## src/rtl/e1000_regs_pkg.sv

```systemverilog
// e1000_regs_pkg: register offsets, field positions, write masks, MDIC opcodes and a byte-merge helper
package e1000_regs_pkg;
  localparam logic [15:0] EECD_OFF = 16'h0010;
  localparam logic [15:0] EERD_OFF = 16'h0014;
  localparam logic [15:0] MDIC_OFF = 16'h0020;
  localparam int EECD_REQ = 6;
  localparam int EERD_START_B = 0;
  localparam int MDIC_OP_LSB = 26;
  localparam logic [31:0] EECD_MASK = 32'h0000_0077;
  localparam logic [31:0] EECD_PIN_MASK = 32'h0000_0007;
  localparam logic [31:0] EERD_MASK = 32'h0000_FF01;
  localparam logic [31:0] MDIC_MASK = 32'h2FFF_FFFF;
  typedef enum logic [1:0] {
    MDIC_OP_NONE = 2'b00,
    MDIC_OP_WR   = 2'b01,
    MDIC_OP_RD   = 2'b10,
    MDIC_OP_RSVD = 2'b11
  } mdic_op_e;
  function automatic logic [31:0] strb_mask(input logic [3:0] strb);
    return {{8{strb[3]}}, {8{strb[2]}}, {8{strb[1]}}, {8{strb[0]}}};
  endfunction
  function automatic logic [31:0] merge(input logic [31:0] q, input logic [31:0] d, input logic [31:0] m);
    return (q & ~m) | (d & m);
  endfunction
endpackage

```

## src/rtl/e1000_regs_if.sv

```systemverilog
// e1000_regs_if: AXI4-Lite bus (aw/w/b/ar/r channels) with master and slave modports
interface e1000_regs_if;
  logic        awvalid;
  logic        awready;
  logic [31:0] awaddr;
  logic        wvalid;
  logic        wready;
  logic [31:0] wdata;
  logic [3:0]  wstrb;
  logic        bvalid;
  logic        bready;
  logic [1:0]  bresp;
  logic        arvalid;
  logic        arready;
  logic [31:0] araddr;
  logic        rvalid;
  logic        rready;
  logic [31:0] rdata;
  logic [1:0]  rresp;
  modport master (
    output awvalid, awaddr, wvalid, wdata, wstrb, bready, arvalid, araddr, rready,
    input  awready, wready, bvalid, bresp, arready, rvalid, rdata, rresp
  );
  modport slave (
    input  awvalid, awaddr, wvalid, wdata, wstrb, bready, arvalid, araddr, rready,
    output awready, wready, bvalid, bresp, arready, rvalid, rdata, rresp
  );
endinterface

```

## src/rtl/e1000_axil_slave.sv

```systemverilog
// e1000_axil_slave: single-outstanding AXI4-Lite handshake; ports aclk/aresetn, axi bus, wr_* strobe port, rd_* lookup port
module e1000_axil_slave (
  input  logic        aclk,
  input  logic        aresetn,
  e1000_regs_if.slave axi,
  output logic        wr_en,
  output logic [15:0] wr_addr,
  output logic [31:0] wr_data,
  output logic [3:0]  wr_strb,
  output logic        rd_en,
  output logic [15:0] rd_addr,
  input  logic [31:0] rd_data
);
  logic        bvalid_q, bvalid_d, rvalid_q, rvalid_d;
  logic [31:0] rdata_q, rdata_d;
  always_comb begin
    wr_en = aresetn && axi.awvalid && axi.wvalid && !bvalid_q;
    rd_en = aresetn && axi.arvalid && !rvalid_q;
    bvalid_d = wr_en || (bvalid_q && !axi.bready);
    rvalid_d = rd_en || (rvalid_q && !axi.rready);
    rdata_d = rd_en ? rd_data : rdata_q;
  end
  assign wr_addr     = axi.awaddr[15:0];
  assign wr_data     = axi.wdata;
  assign wr_strb     = axi.wstrb;
  assign rd_addr     = axi.araddr[15:0];
  assign axi.awready = wr_en;
  assign axi.wready  = wr_en;
  assign axi.bvalid  = bvalid_q;
  assign axi.bresp   = 2'b00;
  assign axi.arready = rd_en;
  assign axi.rvalid  = rvalid_q;
  assign axi.rdata   = rdata_q;
  assign axi.rresp   = 2'b00;
  always_ff @(posedge aclk or negedge aresetn)
    if (!aresetn) begin
      bvalid_q <= 1'b0;
      rvalid_q <= 1'b0;
      rdata_q  <= '0;
    end else begin
      bvalid_q <= bvalid_d;
      rvalid_q <= rvalid_d;
      rdata_q  <= rdata_d;
    end
endmodule

```

## src/rtl/e1000_regs.sv

```systemverilog
// e1000_regs: EECD/EERD/MDIC register block; ports aclk/aresetn, axi_s AXI4-Lite slave, EEPROM (EECD*, EERD*) and MDIO (MDIC*) sideband
module e1000_regs
  import e1000_regs_pkg::*;
(
  input  logic        aclk,
  input  logic        aresetn,
  e1000_regs_if.slave axi_s,
  output logic [31:0] EECD,
  input  logic        EECD_DO_i,
  input  logic        EECD_GNT_i,
  output logic [31:0] EERD,
  output logic        EERD_START,
  input  logic        EERD_DONE_i,
  input  logic [15:0] EERD_DATA_i,
  output logic [31:0] MDIC,
  output logic        MDIC_start,
  input  logic        MDIC_R_i,
  input  logic [15:0] MDIC_DATA_i
);
  logic        wr_en, rd_en;
  logic [15:0] wr_addr, rd_addr;
  logic [31:0] wr_data, rd_data;
  logic [3:0]  wr_strb;
  logic [31:0] eecd_q, eecd_d, eerd_q, eerd_d, mdic_q, mdic_d, bmask, eecd_m;
  logic        eerd_start_q, eerd_start_d, mdic_start_q, mdic_start_d;
  logic        wr_eecd, wr_eerd, wr_mdic;
  mdic_op_e    wr_op, st_op;
  e1000_axil_slave u_slave (
    .aclk    (aclk),
    .aresetn (aresetn),
    .axi     (axi_s),
    .wr_en   (wr_en),
    .wr_addr (wr_addr),
    .wr_data (wr_data),
    .wr_strb (wr_strb),
    .rd_en   (rd_en),
    .rd_addr (rd_addr),
    .rd_data (rd_data)
  );
  always_comb begin
    bmask = strb_mask(wr_strb);
    wr_eecd = wr_en && wr_addr == EECD_OFF;
    wr_eerd = wr_en && wr_addr == EERD_OFF;
    wr_mdic = wr_en && wr_addr == MDIC_OFF;
    eecd_m = bmask & (wr_data[EECD_REQ] ? EECD_MASK : EECD_MASK & ~EECD_PIN_MASK);
    wr_op = mdic_op_e'(wr_data[MDIC_OP_LSB +: 2]);
    st_op = mdic_op_e'(mdic_q[MDIC_OP_LSB +: 2]);
    eecd_d = wr_eecd ? merge(eecd_q, wr_data, eecd_m) : eecd_q;
    eerd_d = wr_eerd ? merge(eerd_q, wr_data, bmask & EERD_MASK) : eerd_q;
    mdic_d = wr_mdic ? merge(mdic_q, wr_data, bmask & MDIC_MASK) : mdic_q;
    eerd_start_d = wr_eerd && wr_strb[0] && wr_data[EERD_START_B];
    mdic_start_d = wr_mdic && wr_strb[3] && (wr_op == MDIC_OP_WR || wr_op == MDIC_OP_RD);
    rd_data = !rd_en ? '0
            : rd_addr == EECD_OFF ? {23'b0, 1'b1, eecd_q[EECD_REQ] & EECD_GNT_i, eecd_q[6:4], EECD_DO_i, eecd_q[2:0]}
            : rd_addr == EERD_OFF ? {EERD_DATA_i, eerd_q[15:8], 3'b0, EERD_DONE_i, 3'b0, eerd_q[0]}
            : rd_addr == MDIC_OFF ? {mdic_q[31:29], MDIC_R_i, mdic_q[27:16], (st_op == MDIC_OP_RD) ? MDIC_DATA_i : mdic_q[15:0]}
            : '0;
  end
  assign EECD       = eecd_q;
  assign EERD       = eerd_q;
  assign MDIC       = mdic_q;
  assign EERD_START = eerd_start_q;
  assign MDIC_start = mdic_start_q;
  always_ff @(posedge aclk or negedge aresetn)
    if (!aresetn) begin
      eecd_q       <= '0;
      eerd_q       <= '0;
      mdic_q       <= '0;
      eerd_start_q <= 1'b0;
      mdic_start_q <= 1'b0;
    end else begin
      eecd_q       <= eecd_d;
      eerd_q       <= eerd_d;
      mdic_q       <= mdic_d;
      eerd_start_q <= eerd_start_d;
      mdic_start_q <= mdic_start_d;
    end
endmodule

```

## src/flat_wrapper.sv

```systemverilog
// flat-port wrapper written by rule: the top's interface ports become plain ports
module e1000_regs_flat import e1000_regs_pkg::*;
  (aclk, aresetn, EECD, EECD_DO_i, EECD_GNT_i, EERD, EERD_START, EERD_DONE_i, EERD_DATA_i, MDIC, MDIC_start, MDIC_R_i, MDIC_DATA_i, axi_s_awvalid, axi_s_awaddr, axi_s_wvalid, axi_s_wdata, axi_s_wstrb, axi_s_bready, axi_s_arvalid, axi_s_araddr, axi_s_rready, axi_s_awready, axi_s_wready, axi_s_bvalid, axi_s_bresp, axi_s_arready, axi_s_rvalid, axi_s_rdata, axi_s_rresp);
  e1000_regs_if axi_s_i ();
  input  logic aclk;
  input  logic aresetn;
  output logic [31:0] EECD;
  input  logic EECD_DO_i;
  input  logic EECD_GNT_i;
  output logic [31:0] EERD;
  output logic EERD_START;
  input  logic EERD_DONE_i;
  input  logic [15:0] EERD_DATA_i;
  output logic [31:0] MDIC;
  output logic MDIC_start;
  input  logic MDIC_R_i;
  input  logic [15:0] MDIC_DATA_i;
  input wire logic [$bits(axi_s_i.awvalid)-1:0] axi_s_awvalid;
  input wire logic [$bits(axi_s_i.awaddr)-1:0] axi_s_awaddr;
  input wire logic [$bits(axi_s_i.wvalid)-1:0] axi_s_wvalid;
  input wire logic [$bits(axi_s_i.wdata)-1:0] axi_s_wdata;
  input wire logic [$bits(axi_s_i.wstrb)-1:0] axi_s_wstrb;
  input wire logic [$bits(axi_s_i.bready)-1:0] axi_s_bready;
  input wire logic [$bits(axi_s_i.arvalid)-1:0] axi_s_arvalid;
  input wire logic [$bits(axi_s_i.araddr)-1:0] axi_s_araddr;
  input wire logic [$bits(axi_s_i.rready)-1:0] axi_s_rready;
  output wire logic [$bits(axi_s_i.awready)-1:0] axi_s_awready;
  output wire logic [$bits(axi_s_i.wready)-1:0] axi_s_wready;
  output wire logic [$bits(axi_s_i.bvalid)-1:0] axi_s_bvalid;
  output wire logic [$bits(axi_s_i.bresp)-1:0] axi_s_bresp;
  output wire logic [$bits(axi_s_i.arready)-1:0] axi_s_arready;
  output wire logic [$bits(axi_s_i.rvalid)-1:0] axi_s_rvalid;
  output wire logic [$bits(axi_s_i.rdata)-1:0] axi_s_rdata;
  output wire logic [$bits(axi_s_i.rresp)-1:0] axi_s_rresp;
  assign axi_s_i.awvalid = axi_s_awvalid;
  assign axi_s_i.awaddr = axi_s_awaddr;
  assign axi_s_i.wvalid = axi_s_wvalid;
  assign axi_s_i.wdata = axi_s_wdata;
  assign axi_s_i.wstrb = axi_s_wstrb;
  assign axi_s_i.bready = axi_s_bready;
  assign axi_s_i.arvalid = axi_s_arvalid;
  assign axi_s_i.araddr = axi_s_araddr;
  assign axi_s_i.rready = axi_s_rready;
  assign axi_s_awready = axi_s_i.awready;
  assign axi_s_wready = axi_s_i.wready;
  assign axi_s_bvalid = axi_s_i.bvalid;
  assign axi_s_bresp = axi_s_i.bresp;
  assign axi_s_arready = axi_s_i.arready;
  assign axi_s_rvalid = axi_s_i.rvalid;
  assign axi_s_rdata = axi_s_i.rdata;
  assign axi_s_rresp = axi_s_i.rresp;
  e1000_regs u_core (.aclk(aclk), .aresetn(aresetn), .axi_s(axi_s_i), .EECD(EECD), .EECD_DO_i(EECD_DO_i), .EECD_GNT_i(EECD_GNT_i), .EERD(EERD), .EERD_START(EERD_START), .EERD_DONE_i(EERD_DONE_i), .EERD_DATA_i(EERD_DATA_i), .MDIC(MDIC), .MDIC_start(MDIC_start), .MDIC_R_i(MDIC_R_i), .MDIC_DATA_i(MDIC_DATA_i));
endmodule
```

## config.mk

```make
export PLATFORM = sky130hd
export DESIGN_NAME = e1000_regs_flat
export DESIGN_NICKNAME = d
export VERILOG_FILES = /design/src/rtl/e1000_regs_pkg.sv /design/src/rtl/e1000_regs_if.sv /design/src/rtl/e1000_axil_slave.sv /design/src/rtl/e1000_regs.sv /design/src/flat_wrapper.sv
export SDC_FILE = /design/constraint.sdc
export NUM_CORES = 1
export LEC_CHECK = 0
export CAP_MARGIN = 20
export CORE_MARGIN = 8
export CORE_UTILIZATION = 39
export CTS_CLUSTER_SIZE = 24
export DETAILED_ROUTE_END_ITERATION = 6
export GPL_ROUTABILITY_DRIVEN = 1
export PLACE_DENSITY = 0.93
export SLEW_MARGIN = 5
export SYNTH_ARGS = -nofsm -noshare
export SYNTH_HDL_FRONTEND = slang
export SYNTH_HIERARCHICAL = 1
export SYNTH_SLANG_ARGS = --single-unit
```

## constraint.sdc

```tcl
create_clock -name aclk -period 3 [get_ports aclk]
set_clock_uncertainty 0.05 [all_clocks]
set_input_delay 0.3 -clock aclk [delete_from_list [all_inputs] [get_ports aclk]]
set_output_delay 0.3 -clock aclk [all_outputs]
set_load 0.02 [all_outputs]
```

== Yosys cells after proc, flatten, opt, wreduce, memory -nomap -nowiden ==
Index checks and enable logic that the tools add are counted.
Widths: inputs -> output; s select.

* Output and inout bits: 139
* ROM bits: 0
* Latch bits: 0
* Register bits after elaboration: 132
* Bits in writable memories: 0
* Memories: 0

* Div/mod/pow operators: 0
* Magnitude comparators: 0
* Reductions and logical operators: 21
* $mul: 0
* Shift-type cells: 0
* $add $sub $neg: 0
* Multiplexer cells: 5
* Bitwise operators: 14
* Equal/unequal tests: 9

{| class="wikitable"
|+ Operators with widths
! kind !! count
|-
| $and 32x32->32 || 5
|-
| $mux 32 || 3
|-
| $or 32x32->32 || 3
|-
| $eq 16x5->1 const B || 4
|-
| $and 32x16->32 || 1
|-
| $and 32x30->32 || 1
|-
| $eq 16x6->1 const B || 2
|-
| $not 16->32 || 1
|-
| $not 30->32 || 1
|-
| $not 32->32 || 1
|-
| $mux 16 || 1
|-
| $logic_and 1x1->1 || 14
|-
| $eq 2x2->1 const B || 2
|-
| $logic_not 1->1 || 4
|-
| $logic_or 1x1->1 || 3
|-
| $mux 3 || 1
|-
| $eq 2x1->1 const B || 1
|-
| $and 1x1->1 || 1
|}

== Longest topological paths before layout ==
* Depth in word-level cells: 6
* Gate-level depth with buffers: 8

== By module ==
Netlist, hierarchy kept.

{| class="wikitable"
|+ By module, submodules not included
! module !! area each (um2) !! cells an instance !! sequential area each (um2) !! instances
|-
| e1000_regs || 2996.6 || 283 || 1151.1 || 1
|-
| e1000_axil_slave || 1968.1 || 152 || 850.8 || 1
|}

== Worst setup path before layout ==
Ideal clock, no wire load.

* Path type: reg2reg
* Start point: register u_core.u_slave.bvalid_q (netlist: u_core/u_slave/axi.bvalid)
* End point: register with a tool-made name
* Required time: 2.825 ns
* Cell stages (with the launch flop): 7
* Slack: 0.138 ns
* Path buffers: 1
* Arrival: 2.687 ns
* Clock period less this slack: 2.862 ns
* Setup time: 0.125 ns
* Cell sequence: dfrtp_1 nor2_1 buf_4 or4b_2 nor3b_1 nand3_1 mux2_2

{| class="wikitable"
|+ RTL lines
! what !! RTL line !! text
|-
| start: declaration || e1000_axil_slave.sv:14 || <nowiki>logic bvalid_q, bvalid_d, rvalid_q, rvalid_d;</nowiki>
|-
| start signal: assignment || e1000_axil_slave.sv:41 || <nowiki>bvalid_q <= bvalid_d;</nowiki>
|}

==> flow_summary.yaml <==
status:
  outcome: "finished, final reports clean"
global_route:
  grt_use_total: 0.1819
  grt_pass1_vias: 4162
  grt_max_degree: 49
  grt_pass1_wl_microns: 22910
  antenna_found_initial: 0
  grt_overflow: 0
min_path:
  min_path_type: "flop to flop"
  hold_path.startpoint: "u_core/u_slave/axi.rdata[20]$_DFFE_PN0P_"
  worstHoldPathCells: 1
  min_to: "u_core/u_slave/axi.rdata[20]$_DFFE_PN0P_"
placed_design:
  io_buffers: 190
  place_area_sq_um: 6405
  dp_slack_ns: -0.1222
  routabilityCongestion: 0.7931
  dp_hpwl_microns: 11820
drt:
  drc: 0
  routed_via_density: 4.910
  top_layer: "met4"
  wl_microns: 15090
  antenna_left: 0
  first_pass_iters: 4
  route.met2.wl_microns: 7829
  met3_length_microns: 1290
  vias: 3648
  wl_per_cell_microns: 20.31
  drt-initial-drc-count: 195
  wl_met1_microns: 5393
floorplanning:
  die_y_microns: 128.6
  core_area_sq_um: 12520
  rows: 41
  die_x_microns: 128.6
  ios: 282
  initial_core_util: 0.3948
  dieArea_sq_um: 16530
sta:
  timing.final.crit_period_ns: 2.830
  slew_viol_final: 0
  worstMarginPinSlew_ns: 0.7536
  fin_ws_ns: 0.1703
  grt_setup_unrepaired: "no"
  fmax_ghz: 0.3534
  hold_viol_final: 0
  fin_crit_sh: 0.9432
  slew_headroom: 0.4905
  tns_ns: 0
  finalSetupViolations: 0
worst_setup_path:
  start_kind: "primary input"
  crit_top_cell: "buf_4"
  slowest_stage: "or4b_2"
  r2r_slack_ns: 0.43
  critPathMaxFanout: 8
  crit_family: "simple AND/OR/NAND/NOR gates"
  crit_arrival_ns: 3.00
  rr_worst_depth: 6
  critPathKind: "primary input to flop"
  path_cells: "dlygate4sd3_1, buf_4, nand3_1, nor2_1, or4b_2, nor3_1, and4_1, buf_4, mux2_2"
  path_buf_inv: 3
  critPathRequiredTime_ns: 3.17
  cp-end-kind: "flop"
  r2r_start: "u_core/u_slave/axi.bvalid$_DFF_PN0_"
  crit_path_max_incr_delay_ns: 0.70
logic_synthesis:
  syn_area_per_cell_sq_um: 11.44
  ys_warn_count: 6
  synth_cells: 432
  synthesis.area_sq_um: 4942
clocking:
  clockBufferDepth: 2
  cts_sinks: 80
  cts_tree: "yes"
  cts_buffers: 9
  htree_levels: 3
  worst_skew_pair.late_latency_ns: 0.34
  clockRootBuffer: "clkbuf_16"
  clk_pin_slew_worst_paths_ns: 0.06
layout:
  area.sequential_sq_um: 2002
  final_util: 0.5355
  syn2layout_area_growth_pct: 35.62
  diodes: 0
  multi_input_area_sq_um: 2143
  fin_area_sq_um: 6703
  final_nets: 709
  fillers: 1075
  drive_gt1_frac: 0.2382
power:
  peakVddDrop_mv: 0.2407
  power_mw: 2.447
  power_density_nw_per_um2: 365.1
  leakage_nw: 3.018
flow_run:
  cap_violations: 0
[cells in the final DEF (no fill, tap or decap), drive strengths merged, types with 2 or more instances in the layout]
master and n:
a21oi 2, a22oi 26, and3 2, and4 4, buf 18, clkbuf 14
clkdlybuf4s50 189, clkinv 2, conb 56, dfrtp 80, inv 4, mux2 92
nand2 3, nand3 5, nand4 5, nor2 25, nor2b 7, nor3 2
nor4 7, nor4b 4, o21ai 4, or4 6, or4b 3
[worst reg2reg max path, stage by stage, from the launching register on]
cell     delay [ns]
dfrtp_1        0.41
nor2_1         0.18
or4b_2         0.70
nor3_1         0.34
and4_1         0.25
buf_4          0.17
mux2_2         0.35
[report_power, final]
group | switching [mW] | total [mW] | internal (mW)
Sequential | 0.00233 | 1.08 | 1.08
Combinational | 0.164 | 0.323 | 0.159
Clock | 0.432 | 1.04 | 0.607
Total | 0.599 | 2.45 | 1.85
[metrics by stage]
step                cells  hold slack [ns]
CTS                   743           0.4610
global route          743           0.4756
floorplan             486         -0.04559
detailed placement    726           0.3409
global placement      726           0.3235
finish                743           0.4607
[how the worst max path moves through the flow]
stage / startpoint / to / slack [ns] / cells after the start
2_1_floorplan: u_core/u_slave/axi.bvalid$_DFF_PN0_ / flop / 0.14 / 6
3_3_place_gp: axi_s_wvalid / flop / 0.02 / 8
3_5_place_dp: axi_s_wvalid / flop / -0.12 / 8
4_1_cts: aresetn / flop / 0.08 / 9
5_1_grt: aresetn / flop / 0.05 / 9
6_report: aresetn / flop / 0.17 / 9
[area by class of cell]
cell class / instances / share of cell area
Inverter: 4 / 0.002240
Clock inverter: 2 / 0.002053
Sequential cell: 80 / 0.2987
Multi-Input combinational cell: 263 / 0.3198
Timing Repair Buffer: 208 / 0.3058
Clock buffer: 14 / 0.03939
Tap cell: 172 / 0.03211
[routing by layer]
| metal | vias to the layer above | track usage |
|---|---|---|
| li1 | 1609 | - |
| met1 | 1821 | 0.1877 |
| met2 | 181 | 0.3219 |
| met3 | 37 | 0.06123 |
| met4 | 0 | 0.09606 |
| met5 | - | 0 |
[repair_timing]
item / 4_1_cts / 5_1_grt
buffers inserted: 0 / 0
endpoints found under the hold margin: 32 / 0
endpoints found under the setup margin: 0 / 16
resized for setup: 0 / 2
hold buffers: 1 / 0
Note: power is estimated with default switching activity, not from simulation.
